File: config.mk
export PLATFORM = sky130hd
export DESIGN_NAME = resource_arbiter_q
export DESIGN_NICKNAME = d
export VERILOG_FILES = /design/src/rtl/resource_arbiter_q.sv
export SDC_FILE = /design/constraint.sdc
export NUM_CORES = 1
export LEC_CHECK = 0
export ABC_AREA = 1
export CAP_MARGIN = 20
export CORE_MARGIN = 8
export CORE_UTILIZATION = 61
export CTS_CLUSTER_DIAMETER = 100
export DETAILED_ROUTE_END_ITERATION = 10
export DONT_BUFFER_PORTS = 1
export PLACE_DENSITY = 0.75
export SLEW_MARGIN = 20
export SYNTH_ARGS = -nofsm -noshare
export SYNTH_HDL_FRONTEND = slang
export SYNTH_SLANG_ARGS = --single-unit
File: constraint.sdc
create_clock -name clock -period 3.21 [get_ports clock]
set_clock_uncertainty 0.2 [all_clocks]
set_input_delay 0.321 -clock clock [delete_from_list [all_inputs] [get_ports clock]]
set_output_delay 0.321 -clock clock [all_outputs]
set_load 0.02 [all_outputs]
File: src/rtl/resource_arbiter_q.sv
// FIFO-ordered arbiter: requesters are queued once in arrival order and the
// queue head receives an exclusive one-hot grant until it drops its request.
module resource_arbiter_q #(
  parameter int NREQ   = 4,
  parameter int QDEPTH = 4,
  parameter int IDXW   = $clog2(NREQ)
) (
  input  logic                         clock,
  input  logic                         reset,
  input  logic [NREQ-1:0]              request,
  output logic [NREQ-1:0]              grant,
  output logic                         grant_valid,
  output logic [IDXW-1:0]              owner,
  output logic [$clog2(QDEPTH+1)-1:0]  queue_count,
  output logic                         queue_full
);

  localparam int CNTW = $clog2(QDEPTH + 1);
  localparam int PTRW = (QDEPTH > 1) ? $clog2(QDEPTH) : 1;
  localparam logic [NREQ-1:0] ONE_HOT0 = {{(NREQ-1){1'b0}}, 1'b1};

  typedef enum logic [0:0] {
    ST_IDLE  = 1'b0,
    ST_GRANT = 1'b1
  } state_t;

  state_t            state_r, state_nxt_s;
  logic [NREQ-1:0]   grant_r, grant_nxt_s;
  logic              grant_valid_r, grant_valid_nxt_s;
  logic [IDXW-1:0]   owner_r, owner_nxt_s;
  logic [NREQ-1:0]   pending_r, pending_nxt_s;
  logic [NREQ-1:0]   elig_s;
  logic [IDXW-1:0]   enq_idx_s, head_idx_s;
  logic [IDXW-1:0]   queue_r [QDEPTH];
  logic [PTRW-1:0]   head_r, tail_r;
  logic [CNTW-1:0]   count_r, count_nxt_s;
  logic              queue_full_r;
  logic              release_s, pop_s, head_live_s, enq_s;

  function automatic logic [PTRW-1:0] ptr_inc(input logic [PTRW-1:0] p);
    return (p == PTRW'(QDEPTH - 1)) ? {PTRW{1'b0}} : p + 1'b1;
  endfunction

  // Enqueue eligibility, pop decision and next-state/grant logic.
  always_comb begin
    elig_s            = {NREQ{1'b0}};
    enq_idx_s         = {IDXW{1'b0}};
    state_nxt_s       = state_r;
    grant_nxt_s       = grant_r;
    grant_valid_nxt_s = grant_valid_r;
    owner_nxt_s       = owner_r;
    pending_nxt_s     = pending_r;
    count_nxt_s       = count_r;

    for (int i = 0; i < NREQ; i++) begin
      elig_s[i] = request[i] & ~pending_r[i] & ~(grant_valid_r && (owner_r == IDXW'(i)));
    end
    // Descending scan so the lowest eligible index is the one left standing.
    for (int i = NREQ - 1; i >= 0; i--) begin
      enq_idx_s = elig_s[i] ? IDXW'(i) : enq_idx_s;
    end

    head_idx_s  = queue_r[head_r];
    release_s   = (state_r == ST_GRANT) && !request[owner_r];
    pop_s       = (count_r != {CNTW{1'b0}}) && ((state_r == ST_IDLE) || release_s);
    head_live_s = pop_s && request[head_idx_s];
    enq_s       = (|elig_s) && ((count_r != CNTW'(QDEPTH)) || pop_s);

    case ({enq_s, pop_s})
      2'b10:   count_nxt_s = count_r + 1'b1;
      2'b01:   count_nxt_s = count_r - 1'b1;
      default: count_nxt_s = count_r;
    endcase

    case (state_r)
      ST_IDLE: begin
        if (head_live_s) begin
          state_nxt_s       = ST_GRANT;
          grant_nxt_s       = ONE_HOT0 << head_idx_s;
          grant_valid_nxt_s = 1'b1;
          owner_nxt_s       = head_idx_s;
        end else if (pop_s) begin
          pending_nxt_s[head_idx_s] = 1'b0;
        end else begin
          state_nxt_s = ST_IDLE;
        end
      end
      ST_GRANT: begin
        if (release_s) begin
          pending_nxt_s[owner_r] = 1'b0;
          if (head_live_s) begin
            grant_nxt_s = ONE_HOT0 << head_idx_s;
            owner_nxt_s = head_idx_s;
          end else begin
            // A stale head is dropped here; the next head is examined from IDLE.
            state_nxt_s       = ST_IDLE;
            grant_nxt_s       = {NREQ{1'b0}};
            grant_valid_nxt_s = 1'b0;
            owner_nxt_s       = {IDXW{1'b0}};
            if (pop_s) begin
              pending_nxt_s[head_idx_s] = 1'b0;
            end else begin
              pending_nxt_s[owner_r] = 1'b0;
            end
          end
        end else begin
          state_nxt_s = ST_GRANT;
        end
      end
      default: begin
        state_nxt_s       = ST_IDLE;
        grant_nxt_s       = {NREQ{1'b0}};
        grant_valid_nxt_s = 1'b0;
        owner_nxt_s       = {IDXW{1'b0}};
      end
    endcase

    if (enq_s) begin
      pending_nxt_s[enq_idx_s] = 1'b1;
    end else begin
      pending_nxt_s = pending_nxt_s;
    end
  end

  // Control state, pointers and registered outputs.
  always_ff @(posedge clock) begin
    if (reset) begin
      state_r       <= ST_IDLE;
      grant_r       <= {NREQ{1'b0}};
      grant_valid_r <= 1'b0;
      owner_r       <= {IDXW{1'b0}};
      pending_r     <= {NREQ{1'b0}};
      head_r        <= {PTRW{1'b0}};
      tail_r        <= {PTRW{1'b0}};
      count_r       <= {CNTW{1'b0}};
      queue_full_r  <= 1'b0;
    end else begin
      state_r       <= state_nxt_s;
      grant_r       <= grant_nxt_s;
      grant_valid_r <= grant_valid_nxt_s;
      owner_r       <= owner_nxt_s;
      pending_r     <= pending_nxt_s;
      count_r       <= count_nxt_s;
      queue_full_r  <= (count_nxt_s == CNTW'(QDEPTH));
      if (pop_s) head_r <= ptr_inc(head_r);
      if (enq_s) tail_r <= ptr_inc(tail_r);
    end
  end

  // Queue storage; contents are meaningless outside the head..tail window.
  always_ff @(posedge clock) begin
    if (enq_s && !reset) queue_r[tail_r] <= enq_idx_s;
  end

  assign grant       = grant_r;
  assign grant_valid = grant_valid_r;
  assign owner       = owner_r;
  assign queue_count = count_r;
  assign queue_full  = queue_full_r;

endmodule

==> impl_results.md <==
* Status: completed
* Syn Area/Cell at just over 8 sq um
* Crit path to: queue_count[2]$_SDFF_PP0_
* First-pass GRT wire length at 6.18 mm
* Unrepaired setup endpoints after global routing: false
* DRC Markers at 0
* Prevailing post-synth register cell: dfxtp_1
* Largest family of logic cells by synthesized area: simple AND/OR/NAND/NOR gates
* Vias in the first global route at 1,320
* Post-DRT Antenna Nets at 0
* Routed WL at 3.37 mm
* Root buf cell: clkbuf_4
* Reg-to-Reg End: queue_count[2]$_SDFF_PP0_
* H-tree depth at 2
* Post-DP HPWL at approximately 2.6 mm
* Slew headroom at 63.0%
* Post-Syn Area at around 1700 sq um
* Post-route minimum period at 2.55 ns
* Global Route Usage Sum at roughly 16%
* Max Root-Sink Buffers at 2
* R2R setup slack at approximately 0.66 ns
* Reg clk slew, reported paths at roughly 0.090 ns
* Cell-internal power at roughly 0.0009 W
* P_sw at roughly 0.0009 W
* VDD IR-drop max at slightly above 0.0009 V
* Yosys Warn Count at 0
* Die Ht at between 60 and 70 um
* Async S/R FF share, synth at 0%
* Vias per std cell at 5.58
* Dpl cell area at about 1700 sq um
* Chip Width at 69.3 um
* CP Capture Type: flop
* Router iterations before antenna repair at 4
* GPL Wtd Cong at about 0.85
* Multiplexer share of the synthesized area at 0%
* Critical path data arrival time at 2.59 ns
* Hold slack at around 0.071 ns
* Post-synthesis adder-cell area fraction at under 10%
* Row cnt at 19
* Fin worst setup slack at ~0.66 ns
* Largest net degree at the start of global routing at 15
* Synth Instances at between 200 and 250
* Worst r2r src: owner[0]$_SDFFE_PP0P_
* CTS Buf Count at 5
* Seq pwr share at around 39%
* Sequential share of the synthesized area at around 39%
* Critical path class: flop to flop
* # IOs at 17
* Post-synthesis simple-gate area fraction at a little over a third
* Fmax at 392 MHz
* Power share of the clock group at around 11%
* Layout cells sized above 1 at between 10% and 20%
* Number of diodes at 0
* Compound-Gate Fraction of Synth Area at 10.8%
* Sw frac at 50.4%
* Area Growth Syn to Fin at 3.90%
* Final instance area at roughly 1800 sq um
* Pre-CTS WS at 0.650 ns
* Die area at 4800 sq um
* Critical Path Fanout Max at 9
* Number of synthesized flops with an enable pin at 8
* # Max-Cap Violations at 0
* Routed len/inst at around 14 um
* Combinational share of power at around half
* Startpoint types: flop
* Final Hold Fails at 0
* I/O Buffers at 0
* DRT iter0 DRCs at between 100 and 150
* Final #Nets at about 230
* Crit path from: owner[0]$_SDFFE_PP0P_
* Post-CTS Setup Inserts at 0
* Setup violators final at 0
* TNS Setup at 0 ns
* Syn_nets at approximately 230
* Slew @ Worst Pin at roughly 0.55 ns
* Starting density of the core at 63.3%
* HP Class: primary input to flop
* Core area at 2730 sq um
* Global route total overflow at 0
* Pwr per Cell Area at 997 nW/um^2
* CTS tree: done
* CP Data Required Time at ~3.2 ns
* Worst-Skew Late Latency at roughly 0.33 ns
* Worst r2r path cells at 14
* Leakage at 0.798 nW
* Synth Area in XOR/XNOR at 0%
* Initial antenna violation count at 0
* Via count at ~1.4k
* Final Cycle Share at 79.6%
* Clock sink count at 30
* Synth unique cells at 34
* Synth Register Bits at 30
* Max Slew Vio Count at 0
## how the worst min path moves through the flow
stage,from,end,slack [ns],depth (start not counted)
floorplan,reset,grant[0]$_SDFFE_PP0P_,0.19,1
global route,reset,tail_r[1]$_SDFFE_PP0N_,0.08,3
global placement,reset,grant[2]$_SDFFE_PP0P_,0.19,1
detailed placement,reset,grant[3]$_SDFFE_PP0P_,0.19,1
finish,reset,head_r[0]$_SDFFE_PP0P_,0.07,2
CTS,reset,grant_valid$_SDFFE_PP0P_,0.07,3
## synthesized netlist by cell type (all sizes together) (2+ instances only)
library cell,number,area share (%)
edfxtp,8,14
nand3,22,7.7
nand4,5,2.7
o21ai,10,4.0
dfxtp,22,25
nor2,21,5.6
inv,31,6.9
a21oi,16,5.3
buf,3,1.5
nand3b,3,1.5
nand2,60,18
ha,5,3.6
o211a,2,1.2
## area by class of cell
cell class              count  area, sq um
inverters                  32          124
well taps                  31         38.8
repair buffers              1         10.0
fillers                   234          936
clock buffers               5         37.5
clock inverters             3         11.3
flip-flops and latches     30          681
multi-input cells         147          896
## placed cells by master (no fill, tap or decap), drive strengths merged, types with 8 or more instances in the layout
| cell type | n |
|---|---|
| nand2 | 60 |
| inv | 31 |
| dfxtp | 22 |
| nand3 | 22 |
| nor2 | 21 |
| a21oi | 16 |
| o21ai | 10 |
| edfxtp | 8 |
## power groups by stage
stage	Combinational (W)	Clock (W)	Sequential (W)
finish	0.000885	0.000205	0.000702
global route	0.000999	0.000230	0.000722
CTS	0.000884	0.000211	0.000704
detailed placement	0.000874	0	0.000713
global placement	0.000847	0	0.000708
floorplan	0.000804	0	0.000638
## worst max-delay path, stage by stage (launching register included)
cell and delay, ns:
dfxtp_1 0.67, inv_4 0.09, nor2_2 0.13, nand2_1 0.08
nand3b_2 0.15, nand3_4 0.13, nor2_4 0.11, inv_2 0.07
fa_1 0.38, inv_1 0.07, nand4_1 0.11, nand2_1 0.08
nand2_1 0.04, nand3_1 0.11, inv_1 0.05
## metrics by stage
step | utilization, % | total power (W) | std cells
after floorplan | - | 0.00144 | 213
after global routing | 65.8 | 0.00195 | 249
after CTS | 65.8 | 0.00180 | 249
after detailed placement | 63.6 | 0.00159 | 240
after global placement | 63.6 | 0.00156 | 240
final | 65.8 | 0.00179 | 249
## registers in the layout, summed over array words and instances (netlist names), 2 cells and up, named ones only
name,count
queue_count,3
grant,4
tail_r,2
head_r,2
pending_r,4
owner,2
queue_r,8
## metal layers
| metal | up-vias | routed length (um) | part of all wire (%) | global-route usage (%) |
|---|---|---|---|---|
| met5 | - | 0 | 0 | 0 |
| li1 | 702 | - | - | - |
| met4 | 0 | 113 | 3.4 | 7.97 |
| met3 | 12 | 300 | 8.9 | 6.72 |
| met1 | 631 | 1380 | 41 | 17.8 |
| met2 | 45 | 1570 | 47 | 24.1 |
## timing repair
| item | CTS | global route |
|---|---|---|
| endpoints found under the hold margin | 14 | 0 |
| resized for setup | 0 | 0 |
| hold buffers | 1 | 0 |
## kinds of logic (layout without fill, tap and decap cells)
| group | after synthesis | in the layout |
|---|---|---|
| AND/OR/NAND/NOR | 112 | 112 |
| buffers and inverters | 36 | 41 |
| flip-flops | 30 | 30 |
| AO/OA/AOI/OAI | 29 | 29 |
| adder cells (fa/ha/maj) | 6 | 6 |
Note: power is estimated with default switching activity, not from simulation.
